File: src/rtl/pong_pkg.sv
// Shared constants, colour codes and state encodings for the Pong game controller.
package pong_pkg;

  localparam logic [9:0] MAX_X       = 10'd640;
  localparam logic [9:0] MAX_Y       = 10'd480;
  localparam logic [9:0] WALL_X_L    = 10'd32;
  localparam logic [9:0] WALL_X_R    = 10'd35;
  localparam logic [9:0] BAR_X_L     = 10'd600;
  localparam logic [9:0] BAR_X_R     = 10'd603;
  localparam logic [9:0] BAR_H       = 10'd73;
  localparam logic [9:0] BAR_V       = 10'd4;
  localparam logic [9:0] BAR_Y_RST   = 10'd204;
  localparam logic [9:0] BALL_SIZE   = 10'd8;
  localparam logic [9:0] BALL_V      = 10'd2;
  localparam logic [9:0] BALL_V_MAX  = 10'd4;
  localparam logic [9:0] SERVE_X     = 10'd580;
  localparam logic [9:0] SERVE_Y     = 10'd238;
  localparam logic [1:0] LIVES       = 2'd3;
  localparam logic [5:0] MISS_FRAMES = 6'd60;

  // Offsets from an object's origin to its far edge (inclusive).
  localparam logic [9:0] BALL_OFS  = BALL_SIZE - 10'd1;
  localparam logic [9:0] BAR_OFS   = BAR_H - 10'd1;
  localparam logic [9:0] BAR_Y_MAX = MAX_Y - BAR_H;

  localparam logic [11:0] WALL_RGB = 12'hF00;
  localparam logic [11:0] BAR_RGB  = 12'h00F;
  localparam logic [11:0] BALL_RGB = 12'h0F0;

  typedef enum logic [1:0] {IDLE = 2'd0, PLAY = 2'd1, MISS = 2'd2, OVER = 2'd3} game_state_t;
  typedef enum logic {DIR_LEFT = 1'b0, DIR_RIGHT = 1'b1} x_dir_t;
  typedef enum logic {DIR_UP = 1'b0, DIR_DOWN = 1'b1} y_dir_t;

endpackage

File: src/rtl/pong_paddle_ctrl.sv
// Paddle position: steps bar_y_t once per frame from the buttons, clamped to the screen.
module pong_paddle_ctrl
  import pong_pkg::*;
(
  input  logic       clk,
  input  logic       rst,
  input  logic       frame_tick,
  input  logic       enable,
  input  logic       btn_up,
  input  logic       btn_down,
  output logic [9:0] bar_y_t
);

  // NOTE: compare before stepping so the 10-bit position never wraps.
  always_ff @(posedge clk) begin
    if (rst) begin
      bar_y_t <= BAR_Y_RST;
    end else if (frame_tick && enable) begin
      if (btn_up && !btn_down)
        bar_y_t <= (bar_y_t >= BAR_V) ? bar_y_t - BAR_V : 10'd0;
      else if (btn_down && !btn_up)
        bar_y_t <= (bar_y_t >= BAR_Y_MAX - BAR_V) ? BAR_Y_MAX : bar_y_t + BAR_V;
    end
  end

endmodule

File: src/rtl/pong_game_ctrl.sv
// Pong game sequencer: ball motion, collisions, hits/lives and the serve/miss/over FSM.
// Optional build macro PONG_SPEEDUP_EN raises the ball step every 4th paddle hit.
module pong_game_ctrl
  import pong_pkg::*;
(
  input  logic       clk,
  input  logic       rst,
  input  logic       frame_tick,
  input  logic       btn_up,
  input  logic       btn_down,
  input  logic       btn_serve,
  output logic [9:0] bar_y_t,
  output logic [9:0] ball_x,
  output logic [9:0] ball_y,
  output logic [7:0] hit_cnt,
  output logic [1:0] lives,
  output logic [1:0] state,
  output logic       hit_pulse
);

  game_state_t st;
  x_dir_t      x_dir, nx_x_dir;
  y_dir_t      y_dir, nx_y_dir;
  logic [5:0]  miss_cnt;
  logic [9:0]  step;
  logic [9:0]  ball_r, ball_b, nx_ball_x, nx_ball_y;
  logic        miss, hit;

  assign state = st;

  pong_paddle_ctrl u_paddle (
    .clk        (clk),
    .rst        (rst),
    .frame_tick (frame_tick),
    .enable     (st == IDLE || st == PLAY),
    .btn_up     (btn_up),
    .btn_down   (btn_down),
    .bar_y_t    (bar_y_t)
  );

  assign ball_r = ball_x + BALL_OFS;
  assign ball_b = ball_y + BALL_OFS;
  assign miss   = ball_r > MAX_X - 10'd1;

  // NOTE: every always_comb output gets a default first so no latch is inferred.
  always_comb begin
    nx_y_dir = y_dir;
    nx_x_dir = x_dir;
    hit      = 1'b0;
    if (ball_y <= step)
      nx_y_dir = DIR_DOWN;
    else if (ball_b >= MAX_Y - 10'd1 - step)
      nx_y_dir = DIR_UP;
    if (ball_x <= WALL_X_R + 10'd1) begin
      nx_x_dir = DIR_RIGHT;
    end else if (x_dir == DIR_RIGHT && ball_r >= BAR_X_L && ball_r <= BAR_X_R &&
                 ball_y <= bar_y_t + BAR_OFS && ball_b >= bar_y_t) begin
      nx_x_dir = DIR_LEFT;
      hit      = 1'b1;
    end
    // Move with this tick's directions so a bounce takes effect immediately.
    nx_ball_x = (nx_x_dir == DIR_RIGHT) ? ball_x + step : ball_x - step;
    nx_ball_y = (nx_y_dir == DIR_DOWN)  ? ball_y + step : ball_y - step;
  end

`ifdef PONG_SPEEDUP_EN
  always_ff @(posedge clk) begin
    if (rst || st == IDLE)
      step <= BALL_V;
    else if (st == PLAY && frame_tick && !miss && hit &&
             hit_cnt[1:0] == 2'b11 && hit_cnt != 8'hFF && step < BALL_V_MAX)
      step <= step + 10'd1;
  end
`else
  assign step = BALL_V;
`endif

  // NOTE: sequential state uses non-blocking assignments only.
  always_ff @(posedge clk) begin
    if (rst) begin
      st        <= IDLE;
      ball_x    <= SERVE_X;
      ball_y    <= SERVE_Y;
      x_dir     <= DIR_LEFT;
      y_dir     <= DIR_DOWN;
      hit_cnt   <= 8'd0;
      lives     <= LIVES;
      hit_pulse <= 1'b0;
      miss_cnt  <= 6'd0;
    end else begin
      hit_pulse <= 1'b0;
      case (st)
        IDLE: begin
          ball_x <= SERVE_X;
          ball_y <= SERVE_Y;
          if (btn_serve) begin
            st    <= PLAY;
            x_dir <= DIR_LEFT;
            y_dir <= DIR_DOWN;
          end
        end
        PLAY: if (frame_tick) begin
          if (miss) begin
            st       <= MISS;
            miss_cnt <= 6'd0;
            if (lives != 2'd0) lives <= lives - 2'd1;
          end else begin
            x_dir  <= nx_x_dir;
            y_dir  <= nx_y_dir;
            ball_x <= nx_ball_x;
            ball_y <= nx_ball_y;
            if (hit) begin
              hit_pulse <= 1'b1;
              if (hit_cnt != 8'hFF) hit_cnt <= hit_cnt + 8'd1;
            end
          end
        end
        MISS: if (frame_tick) begin
          if (miss_cnt == MISS_FRAMES - 6'd1) begin
            miss_cnt <= 6'd0;
            if (lives == 2'd0) begin
              st <= OVER;
            end else begin
              st     <= IDLE;
              ball_x <= SERVE_X;
              ball_y <= SERVE_Y;
            end
          end else begin
            miss_cnt <= miss_cnt + 6'd1;
          end
        end
        OVER: if (btn_serve) begin
          st      <= IDLE;
          lives   <= LIVES;
          hit_cnt <= 8'd0;
          ball_x  <= SERVE_X;
          ball_y  <= SERVE_Y;
        end
        default: st <= IDLE;
      endcase
    end
  end

endmodule

File: config.mk
export PLATFORM = sky130hd
export DESIGN_NAME = pong_game_ctrl
export DESIGN_NICKNAME = d
export VERILOG_FILES = /design/src/rtl/pong_pkg.sv /design/src/rtl/pong_paddle_ctrl.sv /design/src/rtl/pong_game_ctrl.sv
export SDC_FILE = /design/constraint.sdc
export NUM_CORES = 1
export LEC_CHECK = 0
export BUFFER_PORTS_ARGS = -buffer_cell sky130_fd_sc_hd__buf_2
export CORE_ASPECT_RATIO = 1.2
export CORE_MARGIN = 2
export CORE_UTILIZATION = 45
export DETAILED_ROUTE_END_ITERATION = 7
export MAX_ROUTING_LAYER = met4
export SLEW_MARGIN = 20
export SYNTH_ARGS = -nofsm -noshare
export SYNTH_HDL_FRONTEND = slang
export SYNTH_SLANG_ARGS = --single-unit
File: constraint.sdc
create_clock -name clk -period 5.7 [get_ports clk]
set_input_delay 0 -clock clk [delete_from_list [all_inputs] [get_ports clk]]
set_output_delay 0 -clock clk [all_outputs]
set_load 0.05 [all_outputs]
# Word-level counts from Yosys, hierarchy flattened
# Index checks and enable logic that the tools add are counted.
[word_totals] regBits=51 word_cells=134 out_inout_bits=43
[classes] n_addsub=12 reduce_logical=25 bitwise=2 order_cmp=10 n_eq_ne=16 muxes=59
[op_table] operator="2-to-1 mux 10 bit" count=18
[op_table] operator="case mux 10 bit (4 select lines)" count=2
[op_table] operator="2-to-1 mux 8 bit" count=5
[op_table] operator="adder 10 x 3 -> 10 bit, second input constant" count=3
[op_table] operator="2-to-1 mux 6 bit" count=4
[op_table] operator="2-to-1 mux 2 bit" count=11
[op_table] operator="adder 10 x 2 -> 10 bit, second input constant" count=2
[op_table] operator="greater-or-equal comparator 10 x 9 -> 1 bit, second input constant" count=2
[op_table] operator="subtractor 10 x 2 -> 10 bit, second input constant" count=2
[op_table] operator="!= test 2 bit, second input constant" count=9
[op_table] operator="AND reduction 6 bit" count=3
[op_table] operator="case mux 8 bit (2 select lines)" count=1
[op_table] operator="2-to-1 mux 1 bit" count=13
[op_table] operator="case mux 6 bit (2 select lines)" count=1
[op_table] operator="adder 10 x 7 -> 10 bit, second input constant" count=1
[op_table] operator="greater-or-equal comparator 10 bit" count=1
[op_table] operator="greater-or-equal comparator 10 bit, second input constant" count=1
[op_table] operator="greater-or-equal comparator 10 x 3 -> 1 bit, second input constant" count=1
[op_table] operator="> comparator 10 bit, second input constant" count=1
[op_table] operator="less-or-equal comparator 10 bit" count=1
[op_table] operator="less-or-equal comparator 10 bit, second input constant" count=1
[op_table] operator="less-or-equal comparator 10 x 2 -> 1 bit, second input constant" count=1
[op_table] operator="less-or-equal comparator 10 x 6 -> 1 bit, second input constant" count=1
[op_table] operator="nonzero test 2 bit" count=5
[op_table] operator="21 further kinds" count=34

# Depth between registers and ports, before layout
# Gate-level depths: netlist of the first run.
[depth] word_depth=12 depth_mapped=20 mapped_depth_nobuf=19

# Hierarchy
# A second synthesis of the first run with hierarchy kept.
[hier_totals] cells_unflattened=509 hier_area_um2=4067.7
[by_module_without_submodules] mod="pong_game_ctrl" seq_area_each_um2=780.7 area_per_inst_um2=3280.6 instances=1 cells_per_inst=415
[by_module_without_submodules] mod="pong_paddle_ctrl" seq_area_each_um2=180.2 area_per_inst_um2=787.0 instances=1 cells_per_inst=94

# Worst setup path before layout of the first run
# OpenSTA, ideal clock, no wires.
[synth_path] path_kind="reg-to-reg" start="register u_paddle.bar_y_t[5]" end="register ball_x[9]" synth_period_minus_slack_ns=4.892 setup_ns=0.092 n_path_buf=1 arrival_time_ns=4.800 required_ns=5.608 stages_incl_launch_ff=21 setup_slack_ns=0.808 cell_sequence="dfxtp_1 > clkbuf_1 > inv_1 > nor3_1 > o21ai_0 > xnor2_1 > ha_1 > o21ai_0 > nor2_1 > a2111o_1 > a2111oi_4 > a21oi_1 > inv_1 > ha_1 > nor2b_1 > o21ai_0 > nand2b_1 > a311oi_1 > nor3_1 > and3_1 > nor4_1"
[synth_via] elab_chain_cells=10
[synth_lines] element="start, declared" line="pong_paddle_ctrl.sv:11" source="output logic [9:0] bar_y_t"
[synth_lines] element="start signal, assigned" line="pong_paddle_ctrl.sv:20" source="bar_y_t <= (bar_y_t >= BAR_V) ? bar_y_t - BAR_V : 10'd0;"
[synth_lines] element="start signal, assigned" line="pong_paddle_ctrl.sv:22" source="bar_y_t <= (bar_y_t >= BAR_Y_MAX - BAR_V) ? BAR_Y_MAX : bar_y_t + BAR_V;"
[synth_lines] element="adder 10 x 7 -> 10 bit" line="pong_game_ctrl.sv:57" source="ball_y <= bar_y_t + BAR_OFS && ball_b >= bar_y_t) begin"
[synth_lines] element="less-or-equal comparator 10 bit" line="pong_game_ctrl.sv:57"
[synth_lines] element="logical AND 1 bit" line="pong_game_ctrl.sv:56" source="end else if (x_dir == DIR_RIGHT && ball_r >= BAR_X_L && ball_r <= BAR_X_R &&"
[synth_lines] element="logical AND 1 bit (*)" line="pong_game_ctrl.sv:57"
[synth_lines] element="2-to-1 mux 1 bit (*)" line="pong_game_ctrl.sv:56"
[synth_lines] element="2-to-1 mux 1 bit (*)" line="pong_game_ctrl.sv:54" source="if (ball_x <= WALL_X_R + 10'd1) begin"
[synth_lines] element="2-to-1 mux 10 bit (*)" line="pong_game_ctrl.sv:62" source="nx_ball_x = (nx_x_dir == DIR_RIGHT) ? ball_x + step : ball_x - step;"
[synth_lines] element="2-to-1 mux 10 bit (*)" line="pong_game_ctrl.sv:103" source="if (miss) begin"
[synth_lines] element="2-to-1 mux 10 bit (*)" line="pong_game_ctrl.sv:102" source="PLAY: if (frame_tick) begin"
[synth_lines] element="case mux 10 bit (4 select lines) (*)" line="pong_game_ctrl.sv:92" source="case (st)"
[synth_lines] element="end signal, assigned" line="pong_game_ctrl.sv:110" source="ball_x <= nx_ball_x;"
[synth_lines] element="end, declared" line="pong_game_ctrl.sv:13" source="output logic [9:0] ball_x,"
# Every way passes the cells marked *; elsewhere a longest branch is shown, timed or not. The select of a mux whose other input is x is not followed.
# A chain may end at the register's enable or synchronous reset.

# Worst setup path in the final report of the first run
[layout_path] start="register u_paddle.bar_y_t[3]" end="register ball_x[9]"
# Same word-level chain as after synthesis.

==> metrics.md, run 1 <==
| Metric | Value |
|---|---|
| Mapped cell area | 0.00416 sq mm |
| Worst r2r src | u_paddle.bar_y_t[3] |
| DP Cell Count | 681 |
| Maximum VDD drop | 0.124 mV |
| Cells after Synth | 538 |
| NumNets Final | 619 |
| Cell variety after synth | 70 |
| Max Cap Viol | 0 |
| Area leader, netlist | dfxtp_1 |
| I/O Buffers | 46 |
| Setup Skew | 14.3 ps |
| Switching share of total power | 39.1% |
| Die Y | 109 microns |
| Met3 global-route usage | 2.81% |
| Top cells by count, synth | nor2_1, dfxtp_1, nand2_1 |
| Vias/cell | 5.83 |
| Routed len/inst | 15.7 microns |
| RSZ-0062 raised after global routing | false |
| Busiest grt layer | met2 |
| Crit start category | flop |
| # resized after CTS | 0 |
| Clk_lat worst skew | 310 ps |
| Sw Pwr | 0.346 mW |
| Finished Layout Cells | 689 |
| Slew margin rel. | 43.8% |
| Ys Warns | 0 |
| Top-count cell post-synth | nor2_1 |
| Req. time, crit path | 5920 ps |
| Seq cells post-synth | 48 |
| Syn avg cell area | 7.73 sq um |
| Clock buffer depth | 2 |
| Clock slew at reported path FFs | 100 ps |
| Ys async rst share | 0% |
| Clk sinks | 48 |
| Setup TNS | 0 ps |
| Largest net degree at the start of global routing | 33 |
| PD cells | 196 mW/mm^2 |
| Hold Crit Class | primary input to flop |
| EDFF count, synth | 0 |
| Pre-antenna DRT Iters | 6 |
| N_diodes | 0 |
| Clock share of power | 25.4% |
| Pins Over Slew Limit | 0 |
| Root Driver | clkbuf_8 |
| Initial core utilization | 46.1% |
| Io pins | 49 |
| Site Rows | 38 |
| CP Class | flop to flop |
| Crit path launch | u_paddle.bar_y_t[3] |
| Vias after detailed routing | 4015 |
| Num CTS Buffers | 5 |
| Min-delay src | btn_serve |
| Met2 Usage GRT | 38.2% |
| Vias in the first global route | 3837 |
| Routability cong. | 0.906 |
| Share of layout cells above drive strength 1 | 12.8% |
| Status | finished, final reports clean |
| Seq pwr share | 43.2% |
| Overall routing resource usage | 22.6% |
| H-tree depth | 2 |
| First-pass GRT wire length | 18.2 mm |
| Detailed Route Iter0 Violations | 175 |
| Lkg Pwr | 1.86 nW |
| Final hold vios | 0 |
| Int Power | 0.539 mW |
| Final setup violation count | 0 |
| Drt drc | 0 |
| Peak fanout along the critical path | 7 |
| TritonCTS clock tree | built |
| Worst-Margin Slew | 832 ps |
| Min Clock Period, post-route | 5010 ps |
| Top_reg_cell synth | dfxtp_1 |
| Met1 usage | 27.7% |
| Post-route antenna net violation count | 0 |
| Synth-to-Final Area Change | 8.48% |
| Fin crit share | 87.9% |
| CP arrival | 5230 ps |
| Dpl hpwl | 8.13 mm |
| Dominant cells by area after synthesis | dfxtp_1, ha_1, nor2_1 |
| WL final | 10.8 mm |
| Die Wd | 91.8 microns |
| Register area share after synthesis | 23.1% |
| Setup Buffers After CTS | 0 |
| Crit end category | flop |
| Top cell type's share of synthesized area | 23.1% |
| Initial antenna violation count | 0 |
| Total congestion overflow | 0 |
| Core Area | 0.00903 sq mm |
| Fmax | 200 MHz |
| Die footprint | 0.0100 sq mm |
| Comb power frac | 31.4% |
| Cts hold-fix bufs | 0 |
==> per-layer routing <==
layer | routed length [microns] | share of wire (%) | vias up
met2 | 5190 | 48 | 133
met3 | 602 | 5.6 | 26
met5 | 0 | 0 | -
li1 | - | - | 2024
met4 | 296 | 2.7 | 0
met1 | 4710 | 44 | 1832
==> worst paths after layout <==
| kind | endpoint | slack, ps | depth (start not counted) |
|---|---|---|---|
| worst min register to register | hit_cnt[7] | 510 | 2 |
| worst min-delay path | state[1] | 50 | 3 |
| worst max register to register | ball_x[9] | 690 | 19 |
| worst max-delay path | ball_x[9] | 690 | 19 |
==> cell type report <==
class	count	area [sq um]
multi-input cells	438	2970
inverters	28	105
fillers	904	4520
flip-flops and latches	48	961
clock buffers	7	86.3
clock inverters	1	7.51
well taps	120	150
repair buffers	47	238
==> kinds of logic (layout without fill, tap and decap cells) <==
kind of cell,Yosys count,after routing,share of synthesized area [%]
xor gates and xnor gates,26,26,5.47
adders and majority gates,45,45,13.7
DFF,48,48,23.1
other,1,2,0.0901
AOI/OAI and AO/OA,145,145,24.1
and+or+nand+nor,214,214,26.3
muxes,6,6,1.47
buffers and inverters,53,83,5.80
==> registers in the layout, summed over array words and instances, names as in the netlist <==
signal and flops:
hit_cnt 8, miss_cnt 6, x_dir 1, u_paddle.bar_y_t 9
hit_pulse 1, ball_y 9, lives 2, state 2
ball_x 9, y_dir 1
==> worst max-delay path, cell delays in order, from the launching register on <==
cell	delay, ps
dfxtp_1	450
inv_1	190
nor3_1	310
o21ai_0	150
xnor2_1	150
ha_1	290
o21ai_0	170
nor2_1	60
a2111o_1	440
a2111oi_4	450
a21oi_2	180
inv_1	240
ha_1	300
nor2b_1	150
o21ai_0	180
nand2b_1	140
a311oi_1	520
nor3_1	90
and3_1	200
nor4_1	280
==> power by group through the flow <==
stage	Combinational (mW)	Clock (mW)	Sequential (mW)
finish	0.278	0.225	0.382
detailed placement	0.277	0	0.390
CTS	0.278	0.229	0.382
floorplan	0.196	0	0.408
global placement	0.276	0	0.389
global route	0.312	0.245	0.385
==> per-stage QoR <==
step | setup slack (ps) | hold WS, ps | utilization (%) | instance area [sq um] | total power [mW]
after floorplan | 808 | 203 | - | 4160 | 0.605
after global placement | 913 | 370 | 48.9 | 4420 | 0.665
after detailed placement | 623 | 378 | 48.9 | 4420 | 0.667
after CTS | 625 | 42.7 | 49.9 | 4510 | 0.889
after global routing | 204 | 61.7 | 50.0 | 4510 | 0.942
final | 691 | 47.1 | 50.0 | 4510 | 0.885
==> placed cells by master, fill, tap and decap left out, drive strengths merged, types with 6 or more instances in the layout <==
master  instances
a211oi          7
a21oi          35
and3            7
buf            47
clkbuf          7
dfxtp          48
ha             44
inv            28
nand2          48
nand2b         11
nand3          11
nand4           9
nor2           55
nor3           15
nor4           14
o211ai          6
o21ai          39
or3            14
or4             6
xnor2          18
xor2            8
Power figures use the tool's default switching activity.
==> run 2: changes to the inputs <==
--- a/config.mk
+++ b/config.mk
@@ -11,6 +11,8 @@
 export CORE_UTILIZATION = 45
 export DETAILED_ROUTE_END_ITERATION = 7
 export MAX_ROUTING_LAYER = met4
+export PLACE_DENSITY_LB_ADDON = 0.12
+export SKIP_CTS_REPAIR_TIMING = 1
 export SLEW_MARGIN = 20
 export SYNTH_ARGS = -nofsm -noshare
 export SYNTH_HDL_FRONTEND = slang
==> metrics.md, run 2 (synthesis results as in run 1) <==
| Metric | Value |
|---|---|
| PD cells | 205 mW/mm^2 (was 196 mW/mm^2) |
| First-pass GRT wire length | 18.9 mm (was 18.2 mm) |
| Commonest non-fill, non-tap cell in the layout | nor2_1 (unchanged) |
| Pins Over Slew Limit | 0 (unchanged) |
| Die footprint | 0.0100 sq mm (unchanged) |
| Slew margin rel. | 41.8% (was 43.8%) |
| Vias after detailed routing | 4008 (was 4015) |
| Biggest regs | ball_x x9, ball_y x9, u_paddle.bar_y_t x9 (unchanged) |
| Pre-antenna DRT Iters | 5 (was 6) |
| Die Y | 109 microns (unchanged) |
| Drt drc | 0 (unchanged) |
| Root Driver | clkbuf_8 (unchanged) |
| NumNets Final | 620 (was 619) |
| Vias in the first global route | 3824 (was 3837) |
| Die Wd | 91.8 microns (unchanged) |
| Req. time, crit path | 5930 ps (was 5920 ps) |
| Routability cong. | 0.909 (was 0.906) |
| Share of layout cells above drive strength 1 | 13.2% (was 12.8%) |
| Final setup violation count | 0 (unchanged) |
| Lkg Pwr | 1.87 nW (was 1.86 nW) |
| Crit end category | flop (unchanged) |
| RSZ-0062 raised after global routing | false (unchanged) |
| Setup TNS | 0 ps (unchanged) |
| Dpl hpwl | 8.20 mm (was 8.13 mm) |
| Highest-count cells in the layout ignoring fill and taps | nor2_1, nand2_1, dfxtp_1, buf_2, ha_1 (unchanged) |
| Vias/cell | 5.81 (was 5.83) |
| Fin crit share | 88.0% (was 87.9%) |
| Clk_lat worst skew | 320 ps (was 310 ps) |
| Setup Skew | 12.4 ps (was 14.3 ps) |
| Core Area | 0.00903 sq mm (unchanged) |
| Post-route antenna net violation count | 0 (unchanged) |
| Max Cap Viol | 0 (unchanged) |
| Worst-Margin Slew | 862 ps (was 832 ps) |
| Initial core utilization | 46.1% (unchanged) |
| Total congestion overflow | 0 (unchanged) |
| CP Class | flop to flop (unchanged) |
| Min Clock Period, post-route | 5010 ps (about the same) |
| Maximum VDD drop | 0.145 mV (was 0.124 mV) |
| Worst hold margin | 55.8 ps (was 47.1 ps) |
| Final hold vios | 0 (unchanged) |
| Hold Crit Class | primary input to flop (unchanged) |
| H-tree depth | 2 (unchanged) |
| WL final | 11.1 mm (was 10.8 mm) |
| Initial antenna violation count | 0 (unchanged) |
| Clk sinks | 48 (unchanged) |
| I/O Buffers | 46 (unchanged) |
| N_diodes | 0 (unchanged) |
| Synth-to-Final Area Change | 9.17% (was 8.48%) |
| Crit start category | flop (unchanged) |
| TritonCTS clock tree | built (unchanged) |
| Fmax | 199 MHz (was 200 MHz) |
| Peak fanout along the critical path | 7 (unchanged) |
| Num CTS Buffers | 5 (unchanged) |
| Overall routing resource usage | 23.6% (was 22.6%) |
| Largest net degree at the start of global routing | 33 (unchanged) |
| Site Rows | 38 (unchanged) |
| Detailed Route Iter0 Violations | 162 (was 175) |
| CP arrival | 5250 ps (was 5230 ps) |
| Clock buffer depth | 2 (unchanged) |
| Io pins | 49 (unchanged) |
| Status | finished, final reports clean (unchanged) |
| Routed len/inst | 16.0 microns (was 15.7 microns) |
| Clock slew at reported path FFs | 100 ps (about the same) |
[run 2: area by class of cell]
class,count,area (sq um)
Sequential cell,48,961
Fill cell,942,4490
Timing Repair Buffer,48,245
Clock inverter,3,46.3
Multi-Input combinational cell,438,2970
Tap cell,120,150
Inverter,28,105
Clock buffer,5,68.8
[run 2: worst paths after layout]
kind | startpoint | cells after the start | slack, ps | to
hold reg to reg | x_dir | 2 | 510 | x_dir
setup reg to reg | u_paddle.bar_y_t[3] | 19 | 690 | ball_x[9]
hold / removal | btn_serve | 3 | 60 | state[1]
setup / recovery | u_paddle.bar_y_t[3] | 19 | 690 | ball_x[9]
[run 2: worst max-delay path, cell delays in order (launching register included)]
cell and delay [ps]:
dfxtp_1 450, inv_1 180, nor3_1 300, o21ai_0 150, xnor2_1 150, ha_1 300
o21ai_0 190, nor2_1 60, a2111o_1 440, a2111oi_4 450, a21oi_2 190, inv_1 230
ha_1 300, nor2b_1 160, o21ai_0 140, nand2b_1 130, a311oi_1 500, nor3_1 110
and3_1 230, nor4_1 250
[run 2: per-stage QoR]
step	utilization [%]	setup slack, ps	std cells	area (sq um)	total power [mW]
2_1_floorplan	-	808	539	4160	0.605
3_3_place_gp	49.0	859	682	4420	0.666
3_5_place_dp	49.0	661	682	4420	0.668
4_1_cts	50.2	609	690	4540	0.939
5_1_grt	50.3	165	690	4540	0.989
6_report	50.3	685	690	4540	0.932
[run 2: where the power goes]
group	switching (mW)	internal (mW)	total, mW
combinational	0.189	0.0934	0.283
sequential	0.0329	0.347	0.380
clock	0.136	0.133	0.269
total	0.359	0.573	0.932
[run 2: routing by layer]
| metal | up-vias | wire length [microns] | GRT usage [%] |
|---|---|---|---|
| li1 | 2038 | - | - |
| met1 | 1880 | 5020 | 29.8 |
| met2 | 79 | 5480 | 40.2 |
| met3 | 11 | 395 | 2.54 |
| met4 | 0 | 162 | 6.82 |
| met5 | - | 0 | - |
==> run 3: changes to the inputs <==
==> constraint.sdc (replaced) <==
create_clock -name clk -period 4.6 [get_ports clk]
set_input_delay 0 -clock clk [delete_from_list [all_inputs] [get_ports clk]]
set_output_delay 0 -clock clk [all_outputs]
set_load 0.05 [all_outputs]
==> metrics.md, run 3 (synthesis results as in run 1) <==
| Metric | Value |
|---|---|
| Status | finished, final reports clean (unchanged) |
| Vias/cell | 5.83 (was 5.81) |
| Root Driver | clkbuf_8 (unchanged) |
| DP Cell Count | 691 (was 682) |
| Crit end category | flop (unchanged) |
| Highest-count cells in the layout ignoring fill and taps | nor2_1, nand2_1, buf_2, ha_1, dfxtp_1 (was nor2_1, nand2_1, dfxtp_1, buf_2, ha_1) |
| Vias after detailed routing | 4085 (was 4008) |
| Final hold vios | 0 (unchanged) |
| Crit start category | flop (unchanged) |
| Dpl hpwl | 8.15 mm (was 8.20 mm) |
| Final setup violation count | 0 (unchanged) |
| Setup Skew | 12.7 ps (was 12.4 ps) |
| Largest net degree at the start of global routing | 33 (unchanged) |
| Setup TNS | 0 ps (unchanged) |
| Final core utilization | 51.7% (was 50.3%) |
| TritonCTS clock tree | built (unchanged) |
| Share of layout cells above drive strength 1 | 16.7% (was 13.2%) |
| CP arrival | 4440 ps (was 5250 ps) |
| Site Rows | 38 (unchanged) |
| PD cells | 253 mW/mm^2 (was 205 mW/mm^2) |
| Biggest regs | ball_x x9, ball_y x9, u_paddle.bar_y_t x9 (unchanged) |
| Synth-to-Final Area Change | 12.3% (was 9.17%) |
| Placed cell area | 0.00450 sq mm (was 0.00442 sq mm) |
| Lkg Pwr | 1.94 nW (was 1.87 nW) |
| Fin crit share | 91.6% (was 88.0%) |
| Fmax | 237 MHz (was 199 MHz) |
| Clk_lat worst skew | 320 ps (about the same) |
| H-tree depth | 2 (unchanged) |
| Hold path cells | 3 (unchanged) |
| Max Cap Viol | 0 (unchanged) |
| Num CTS Buffers | 5 (unchanged) |
| Total congestion overflow | 0 (unchanged) |
| Overall routing resource usage | 22.9% (was 23.6%) |
| Worst r2r path cells | 19 (unchanged) |
| Slew margin rel. | 49.9% (was 41.8%) |
| Routability cong. | 0.877 (was 0.909) |
| WL final | 10.8 mm (was 11.1 mm) |
| CP Class | flop to flop (unchanged) |
| Post-route cell area | 0.00467 sq mm (was 0.00454 sq mm) |
| Pre-antenna DRT Iters | 5 (unchanged) |
| N_diodes | 0 (unchanged) |
| Commonest non-fill, non-tap cell in the layout | nor2_1 (unchanged) |
| Req. time, crit path | 4820 ps (was 5930 ps) |
| Detailed Route Iter0 Violations | 148 (was 162) |
| Finished Layout Cells | 701 (was 690) |
| FF/Latch Area | 972 sq um (was 961 sq um) |
| Die Wd | 91.8 microns (unchanged) |
| Hold Crit Class | primary input to flop (unchanged) |
| Fillers | 914 (was 942) |
| Pins Over Slew Limit | 0 (unchanged) |
| Clock slew at reported path FFs | 90 ps (was 100 ps) |
| Io pins | 49 (unchanged) |
| Clock buffer depth | 2 (unchanged) |
| Drt drc | 0 (unchanged) |
| Initial antenna violation count | 0 (unchanged) |
| I/O Buffers | 46 (unchanged) |
| Initial core utilization | 46.1% (unchanged) |
| Core Area | 0.00903 sq mm (unchanged) |
| Vias in the first global route | 3878 (was 3824) |
| Peak fanout along the critical path | 6 (was 7) |
| Worst-Margin Slew | 745 ps (was 862 ps) |
| Min Clock Period, post-route | 4210 ps (was 5010 ps) |
| Post-route antenna net violation count | 0 (unchanged) |
| NumNets Final | 631 (was 620) |
| RSZ-0062 raised after global routing | false (unchanged) |
| Routed len/inst | 15.5 microns (was 16.0 microns) |
| Area occupied by multi-input gates | 0.00299 sq mm (was 0.00297 sq mm) |
| Die footprint | 0.0100 sq mm (unchanged) |
| Die Y | 109 microns (unchanged) |
| First-pass GRT wire length | 18.4 mm (was 18.9 mm) |
| Clk sinks | 48 (unchanged) |
| Maximum VDD drop | 0.125 mV (was 0.145 mV) |
==> run 3: changes by cell type in the layout (fill, tap and decap cells not counted), sizes merged <==
cell      before  now
buf           48   59
clkbuf         5    7
clkinvlp       1    0
inv           29   28
==> run 3: per-layer routing <==
| metal | up-vias | share of wire (%) | wire length [microns] | GRT usage [%] |
|---|---|---|---|---|
| met2 | 78 | 50 | 5370 | 39.3 |
| met4 | 0 | 2.1 | 227 | 6.82 |
| li1 | 2048 | - | - | - |
| met3 | 19 | 2.8 | 301 | 2.81 |
| met5 | - | 0 | 0 | - |
| met1 | 1940 | 46 | 4940 | 28.3 |
==> run 3: worst max-delay path, stage by stage (launching register included) <==
cell and delay (ps):
dfxtp_2 390, inv_1 80, nor3_2 220, o21ai_0 130, xnor2_1 180, ha_1 260, o21ai_0 160, nor2_1 60
a2111o_1 420, a2111oi_4 400, a21oi_2 120, inv_2 120, ha_1 260, nor2b_1 150, o21ai_0 150, nand2b_1 140
a311oi_2 340, nor3_1 100, and3_1 200, nor4_1 250
==> run 3: power by group <==
group          internal [mW]  total [mW]  switching, mW
Combinational          0.129       0.369          0.240
Clock                  0.192       0.347          0.155
Sequential             0.431       0.467         0.0366
==> run 3: area by class of cell <==
| class | count | share of cell area [%] |
|---|---|---|
| clock buffer | 7 | 2.06 |
| clock inverter | 1 | 0.643 |
| inverter | 28 | 2.25 |
| multi-input combinational | 438 | 64.0 |
| sequential | 48 | 20.8 |
| tap | 120 | 3.21 |
| timing repair buffer | 59 | 7.02 |
==> run 3: final timing paths <==
kind,from,to,slack [ps]
min,btn_serve,state[1],50
max,u_paddle.bar_y_t[3],ball_x[9],390
min reg2reg,x_dir,x_dir,500
max reg2reg,u_paddle.bar_y_t[3],ball_x[9],390
==> run 3: stage by stage <==
| stage | power [mW] | hold WS (ps) | setup WS, ps |
|---|---|---|---|
| 6_report | 1.18 | 45.4 | 386 |
| 5_1_grt | 1.25 | 60.0 | 13.6 |
| 4_1_cts | 1.19 | 37.2 | 61.8 |
| 3_5_place_dp | 0.844 | 374 | 86.7 |
| 3_3_place_gp | 0.838 | 370 | 218 |
| 2_1_floorplan | 0.751 | 203 | 6.65 |
